<file path="src/rtl/cnn_pkg.sv">
// Shared definitions for the CNN stream sequencer and the register file.
package cnn_pkg;

    typedef enum logic [1:0] {
        ST_IDLE  = 2'd0,
        ST_RUN   = 2'd1,
        ST_DRAIN = 2'd2,
        ST_DONE  = 2'd3
    } cnn_seq_state_t;

    // A 3x3 kernel needs at least a 3x3 image to produce any result
    localparam int unsigned MIN_DIM = 3;

    localparam logic [7:0] REG_CTRL_ADDR     = 8'h00;
    localparam logic [7:0] REG_STATUS_ADDR   = 8'h04;
    localparam logic [7:0] REG_IN_BASE_ADDR  = 8'h08;
    localparam logic [7:0] REG_OUT_BASE_ADDR = 8'h0C;
    localparam logic [7:0] REG_IMG_SIZE_ADDR = 8'h10;

endpackage

</file>
<file path="src/rtl/cnn_result_fifo.sv">
// Small synchronous FIFO holding datapath results until the memory port is free.
module cnn_result_fifo #(
    parameter int DATA_WIDTH = 8,
    parameter int FIFO_DEPTH = 4
) (
    input  logic                          clk_i,
    input  logic                          rst_ni,
    input  logic                          clr_i,
    input  logic                          push_i,
    input  logic [DATA_WIDTH-1:0]         push_data_i,
    input  logic                          pop_i,
    output logic [DATA_WIDTH-1:0]         pop_data_o,
    output logic                          full_o,
    output logic                          empty_o,
    output logic [$clog2(FIFO_DEPTH):0]   count_o
);

    localparam int PTR_W = $clog2(FIFO_DEPTH);
    localparam logic [PTR_W:0] DEPTH_C = (PTR_W+1)'(FIFO_DEPTH);

    logic [PTR_W-1:0]      wr_ptr_reg, rd_ptr_reg;
    logic [PTR_W:0]        count_reg, count_next;
    logic [DATA_WIDTH-1:0] entry_data [FIFO_DEPTH];
    logic                  do_push, do_pop;

    assign full_o  = (count_reg == DEPTH_C);
    assign empty_o = (count_reg == '0);
    assign count_o = count_reg;
    assign do_push = push_i && !full_o;
    assign do_pop  = pop_i && !empty_o;

    always_comb begin
        count_next = count_reg;
        if (do_push && !do_pop) begin
            count_next = count_reg + (PTR_W+1)'(1);
        end else if (!do_push && do_pop) begin
            count_next = count_reg - (PTR_W+1)'(1);
        end
    end

    always_ff @(posedge clk_i or negedge rst_ni) begin
        if (!rst_ni) begin
            wr_ptr_reg <= '0;
            rd_ptr_reg <= '0;
            count_reg  <= '0;
        end else if (clr_i) begin
            wr_ptr_reg <= '0;
            rd_ptr_reg <= '0;
            count_reg  <= '0;
        end else begin
            if (do_push) wr_ptr_reg <= wr_ptr_reg + PTR_W'(1);
            if (do_pop)  rd_ptr_reg <= rd_ptr_reg + PTR_W'(1);
            count_reg <= count_next;
        end
    end

    genvar gi;
    generate
        for (gi = 0; gi < FIFO_DEPTH; gi++) begin : gen_entry
            logic [DATA_WIDTH-1:0] entry_reg;
            always_ff @(posedge clk_i or negedge rst_ni) begin
                if (!rst_ni) begin
                    entry_reg <= '0;
                end else if (do_push && wr_ptr_reg == PTR_W'(gi)) begin
                    entry_reg <= push_data_i;
                end
            end
            assign entry_data[gi] = entry_reg;
        end
    endgenerate

    assign pop_data_o = entry_data[rd_ptr_reg];

endmodule

</file>
<file path="src/rtl/cnn_stream_sequencer.sv">
// Frame controller: streams pixels from memory into the datapath and writes
// results back, sharing one memory port with writes taking priority.
module cnn_stream_sequencer
    import cnn_pkg::*;
#(
    parameter int DATA_WIDTH = 8,
    parameter int ADDR_WIDTH = 32,
    parameter int DIM_WIDTH  = 8,
    parameter int FIFO_DEPTH = 4
) (
    input  logic                  clk_i,
    input  logic                  rst_ni,
    input  logic                  start_i,
    input  logic                  abort_i,
    input  logic [ADDR_WIDTH-1:0] input_base_i,
    input  logic [ADDR_WIDTH-1:0] output_base_i,
    input  logic [DIM_WIDTH-1:0]  img_w_i,
    input  logic [DIM_WIDTH-1:0]  img_h_i,
    output logic                  busy_o,
    output logic                  done_o,
    output logic                  cfg_err_o,
    output logic [DATA_WIDTH-1:0] pixel_o,
    output logic                  pixel_valid_o,
    input  logic [DATA_WIDTH-1:0] result_i,
    input  logic                  result_valid_i,
    output logic                  result_ready_o,
    output logic [ADDR_WIDTH-1:0] mem_addr_o,
    output logic                  mem_rd_en_o,
    input  logic [DATA_WIDTH-1:0] mem_rdata_i,
    output logic                  mem_wr_en_o,
    output logic [DATA_WIDTH-1:0] mem_wdata_o
);

    localparam int IDX_W = 2 * DIM_WIDTH;
    localparam int CNT_W = $clog2(FIFO_DEPTH) + 1;
    localparam logic [CNT_W-1:0]     DEPTH_C   = CNT_W'(FIFO_DEPTH);
    localparam logic [DIM_WIDTH-1:0] MIN_DIM_C = DIM_WIDTH'(MIN_DIM);

    cnn_seq_state_t        state_reg, state_next;
    logic [ADDR_WIDTH-1:0] in_base_reg, out_base_reg;
    logic [IDX_W-1:0]      total_reg, expected_reg;
    logic [IDX_W-1:0]      rd_idx_reg, rd_idx_next, wr_idx_reg, wr_idx_next;
    logic                  pixel_valid_reg, cfg_err_reg, cfg_err_next;
    logic                  active, wr_grant, rd_grant, start_ok, fifo_clr;
    logic                  fifo_push, fifo_full, fifo_empty;
    logic [DATA_WIDTH-1:0] fifo_head;
    logic [CNT_W-1:0]      fifo_count;

    assign active   = (state_reg == ST_RUN) || (state_reg == ST_DRAIN);
    assign wr_grant = active && !fifo_empty;
    assign rd_grant = !wr_grant && (state_reg == ST_RUN) && (rd_idx_reg < total_reg);

    assign rd_idx_next = rd_idx_reg + IDX_W'(rd_grant);
    assign wr_idx_next = wr_idx_reg + IDX_W'(wr_grant);

    assign mem_wr_en_o = wr_grant;
    assign mem_rd_en_o = rd_grant;
    assign mem_addr_o  = wr_grant ? out_base_reg + ADDR_WIDTH'(wr_idx_reg) :
                         rd_grant ? in_base_reg + ADDR_WIDTH'(rd_idx_reg) : '0;
    assign mem_wdata_o = wr_grant ? fifo_head : '0;

    // Ready follows the registered count only; a same-cycle pop does not free a slot
    assign result_ready_o = (fifo_count < DEPTH_C);
    assign fifo_push      = active && result_valid_i && !fifo_full;

    always_comb begin
        state_next   = state_reg;
        start_ok     = 1'b0;
        fifo_clr     = 1'b0;
        cfg_err_next = 1'b0;
        if (state_reg != ST_IDLE && abort_i) begin
            state_next = ST_IDLE;
            fifo_clr   = 1'b1;
        end else begin
            case (state_reg)
                ST_IDLE: begin
                    if (start_i) begin
                        if (img_w_i >= MIN_DIM_C && img_h_i >= MIN_DIM_C) begin
                            state_next = ST_RUN;
                            start_ok   = 1'b1;
                            fifo_clr   = 1'b1;
                        end else begin
                            cfg_err_next = 1'b1;
                        end
                    end
                end
                ST_RUN: begin
                    if (rd_idx_next == total_reg) state_next = ST_DRAIN;
                end
                ST_DRAIN: begin
                    // Late results after the final write are discarded
                    if (wr_idx_next == expected_reg) begin
                        state_next = ST_DONE;
                        fifo_clr   = 1'b1;
                    end
                end
                ST_DONE:  state_next = ST_IDLE;
                default:  state_next = ST_IDLE;
            endcase
        end
    end

    always_ff @(posedge clk_i or negedge rst_ni) begin
        if (!rst_ni) begin
            state_reg       <= ST_IDLE;
            in_base_reg     <= '0;
            out_base_reg    <= '0;
            total_reg       <= '0;
            expected_reg    <= '0;
            rd_idx_reg      <= '0;
            wr_idx_reg      <= '0;
            pixel_valid_reg <= 1'b0;
            cfg_err_reg     <= 1'b0;
        end else begin
            state_reg       <= state_next;
            cfg_err_reg     <= cfg_err_next;
            pixel_valid_reg <= rd_grant && !abort_i;
            if (start_ok) begin
                in_base_reg  <= input_base_i;
                out_base_reg <= output_base_i;
                total_reg    <= IDX_W'(img_w_i) * IDX_W'(img_h_i);
                expected_reg <= IDX_W'(img_w_i - DIM_WIDTH'(2)) * IDX_W'(img_h_i - DIM_WIDTH'(2));
                rd_idx_reg   <= '0;
                wr_idx_reg   <= '0;
            end else begin
                rd_idx_reg <= rd_idx_next;
                wr_idx_reg <= wr_idx_next;
            end
        end
    end

    assign busy_o        = active;
    assign done_o        = (state_reg == ST_DONE);
    assign cfg_err_o     = cfg_err_reg;
    assign pixel_valid_o = pixel_valid_reg;
    assign pixel_o       = pixel_valid_reg ? mem_rdata_i : '0;

    cnn_result_fifo #(
        .DATA_WIDTH (DATA_WIDTH),
        .FIFO_DEPTH (FIFO_DEPTH)
    ) u_result_fifo (
        .clk_i       (clk_i),
        .rst_ni      (rst_ni),
        .clr_i       (fifo_clr),
        .push_i      (fifo_push),
        .push_data_i (result_i),
        .pop_i       (wr_grant),
        .pop_data_o  (fifo_head),
        .full_o      (fifo_full),
        .empty_o     (fifo_empty),
        .count_o     (fifo_count)
    );

endmodule

</file>
<file path="config.mk">
export PLATFORM = sky130hd
export DESIGN_NAME = cnn_stream_sequencer
export DESIGN_NICKNAME = d
export VERILOG_FILES = /design/src/rtl/cnn_pkg.sv /design/src/rtl/cnn_result_fifo.sv /design/src/rtl/cnn_stream_sequencer.sv
export SDC_FILE = /design/constraint.sdc
export NUM_CORES = 1
export LEC_CHECK = 0
export CORE_ASPECT_RATIO = 0.8
export CORE_MARGIN = 1.5
export CORE_UTILIZATION = 63
export DETAILED_ROUTE_END_ITERATION = 8
export PLACE_DENSITY = 0.9
export SETUP_SLACK_MARGIN = 0.3
export SLEW_MARGIN = 10
export SYNTH_ARGS = -nofsm -noshare
export SYNTH_HDL_FRONTEND = slang
export SYNTH_HIERARCHICAL = 1
export SYNTH_SLANG_ARGS = --single-unit
</file>
<file path="constraint.sdc">
create_clock -name clk_i -period 6.24 [get_ports clk_i]
set_input_delay 1.872 -clock clk_i [delete_from_list [all_inputs] [get_ports clk_i]]
set_output_delay 1.872 -clock clk_i [all_outputs]
set_load 0.01 [all_outputs]
</file>
==> qor.csv <==
stage;metric;value;unit
place;dp_cells;2274;
job;cap_violations;0;
clock_network;cts.path.max_buffers;2;
clock_network;cts.sinks;170;
worst_setup_path;cp-start-kind;primary input;
min_path;hold_path.class;reg2reg;
place;place_ws;-1.37;ns
layout;nNetsFinal;2336;
timing;period_minus_slack;6.67;ns
worst_setup_path;crit_path_cell_trace;buf_6 -> inv_4 -> ha_4 -> nor3b_4 -> xor2_2 -> nand2b_1 -> fa_1 -> inv_1 -> fa_1 -> inv_1 -> fa_1 -> inv_1 -> fa_2 -> ha_4 -> ha_4 -> a21o_1 -> a21oi_4 -> nor2b_1 -> o21a_1 -> nor4_2 -> nor3_2 -> a31o_2 -> xnor2_2 -> o21ai_1;
timing;rsz0062_at_grt;true;
logic_synthesis;synth-seq-area-share;27.3;%
timing;worst-slew-pin-transition;0.893;ns
layout;layoutNonFillerInstCount;2335;
worst_setup_path;slowest_delay;0.54;ns
timing;post-route-worst-setup-slack;-0.430;ns
logic_synthesis;ys_seq_elements;170;
logic_synthesis;avgSynthCellArea;8.92;sq um
clock_network;clk_pin_slew_worst_paths;0.07;ns
global_routing;grt_pass1_vias;14000;
drt;vias;14000;
drt;drt-initial-drc-count;1366;
layout;layout_common_cells;nand2_1, dfrtp_1, inv_1;
power;power_density;394;nW/um^2
clock_network;numCtsBuffers;17;
logic_synthesis;async_flop_share;100;%
timing;final.setup.tns;-1.74;ns
clock_network;clock_latency;0.44;ns
place;hpwl;32500;microns
drt;wl_per_cell;19.3;microns
floorplan;ios;156;
worst_setup_path;cpLargestDelayFamily;adder cells;
layout;final_common_cell;nand2_1;
logic_synthesis;synthDistinctLibCells;80;
floorplan;die_h;144;microns
place;gp_congestion;0.930;
worst_setup_path;cp-end-kind;register;
global_routing;grt_usage;35.2;%
power;peakVddDrop;0.278;mV
drt;drcViolationCount;0;
layout;drive_above_1_share;16.5;%
floorplan;core;24300;sq um
drt;vias_per_cell;6.01;
floorplan;dieArea;25700;sq um
timing;setup_viol;6;
timing;slew_violations;0;
floorplan;fp.dieW;179;microns
logic_synthesis;synth-edff-count;0;
drt;wl;45000;microns
floorplan;start_util;64.2;%
timing;final-hold-violation-count;0;
drt;ant_nets;0;
global_routing;grt_max_degree;84;
power;leakagePower;9.49;nW
clock_network;h-tree-depth;4;
floorplan;num_rows;51;
global_routing;antenna_found_initial;2;
timing;finClkSkew;0.00937;ns
drt;detail_route.first_pass.iterations;5;
clock_network;hold_buffers;0;
layout;syn_to_final_growth;25.2;%
worst_setup_path;cp.required;6.60;ns
worst_setup_path;worstSetupPathType;in2reg;
outcome;run_status;finished with violations;
worst_setup_path;path_buf_inv;5;
global_routing;grt_pass1_wl;70200;microns
clock_network;cts_tree;done;
worst_setup_path;cp_max_fo;4;
clock_network;root_buffer;clkbuf_16;
logic_synthesis;syn-cell-area;15600;sq um
timing;period_share;107;%
outcome;violations;setup timing;
worst_setup_path;crit_arrival;7.03;ns
place;port_buffers;155;
logic_synthesis;netlist_instances;1749;
timing;fmax;150;MHz
logic_synthesis;yosysWarningCount;6;
logic_synthesis;ys.flop_type;dfrtp_1;
timing;max_slew_margin;40.4;%
worst_setup_path;slowest_stage;fa_1;
global_routing;grt_overflow;0;
logic_synthesis;syn-num-nets;2083;
-- layout make-up --
cell class                      instances  area [sq um]
Fill cell                            1414          4770
Antenna cell                            2          5.00
Timing Repair Buffer                  293          2640
Sequential cell                       170          4260
Tap cell                              318           398
Clock buffer                           18           439
Inverter                              163           632
Multi-Input combinational cell       1357         11000
Clock inverter                         14           158
-- worst paths after layout --
| path | start | endpoint | slack, ns | cells after the start |
|---|---|---|---|---|
| max | img_w_i[2] | expected_reg[15] | -0.43 | 24 |
| min in group asynchronous | rst_ni | out_base_reg[15] | 1.43 | 1 |
| max in group asynchronous | rst_ni | wr_idx_reg[1] | 3.58 | 2 |
| min | in_base_reg[12] | in_base_reg[12] | 0.49 | 2 |
| min reg2reg | in_base_reg[12] | in_base_reg[12] | 0.49 | 2 |
| max reg2reg | u_result_fifo/count_o[1] | u_result_fifo/count_o[0] | 0.99 | 17 |
-- worst min-delay path, stage by stage, from the launching register on --
cell and delay [ns]:
dfrtp_1 0.35, nand2_1 0.05, nand2_1 0.05
-- Yosys cell counts (all sizes together) (4+ instances only) --
library cell,number,area (sq um)
nor4,5,31.3
o22ai,28,175
nor2,119,449
dfrtp,170,4250
clkbuf,49,184
or2,15,93.8
and2,59,369
o311ai,4,42.6
a21o,19,143
nand3,33,215
o211ai,5,37.5
fa,102,2040
nand2,340,1280
xor2,69,604
buf,10,65.1
nand4,12,96.3
o21ai,58,290
o2111ai,6,52.6
ha,131,1640
mux4,8,180
a21oi,47,235
o21bai,7,52.6
or3,7,43.8
and4,6,55.1
a211o,4,35.0
a211oi,8,60.1
mux2i,4,40.0
o21a,6,45.0
mux2,34,413
nand2b,20,125
xnor2,88,771
and3,15,93.8
nor2b,17,106
o31ai,5,37.5
nand3b,4,30.0
nor3b,8,70.1
inv,162,608
nor3,19,105
-- cell families after synthesis --
group	after synthesis	share of synthesized area [%]
xor gates and xnor gates	157	8.81
AOI/OAI and AO/OA	236	10.1
and+or+nand+nor	685	20.7
adders and majority gates	233	23.6
DFF	170	27.3
muxes	46	4.06
buffers and inverters	222	5.52
-- per-stage QoR --
stage	hold slack (ns)	area, sq um	util, %	total power, mW
after CTS	0.493	19300	79.3	7.48
after floorplan	0.450	15800	-	4.68
final	0.489	19500	80.4	7.70
after detailed placement	0.473	18400	75.6	6.25
after global placement	0.471	18400	75.6	6.00
after global routing	0.517	19500	80.4	8.20
-- report_power, final --
part / internal, mW / switching [mW] / total, mW
Sequential: 1.52 / 0.434 / 1.95
Combinational: 2.21 / 2.43 / 4.65
Clock: 0.607 / 0.489 / 1.10
Total: 4.34 / 3.36 / 7.70
-- routing by layer --
metal,vias to the layer above,track usage [%],part of all wire [%]
met1,6926,46.4,40
li1,6296,-,-
met5,-,0,0
met2,695,58.7,49
met4,0,12.1,2.9
met3,124,5.95,7.7
-- repair_timing --
item / CTS / global route
resized for setup: 83 / 53
pin swaps: 39 / 32
endpoints found under the setup margin: 23 / 28
hold endpoints to repair: 0 / 0
buffers inserted: 16 / 11
Power figures use the tool's default switching activity.
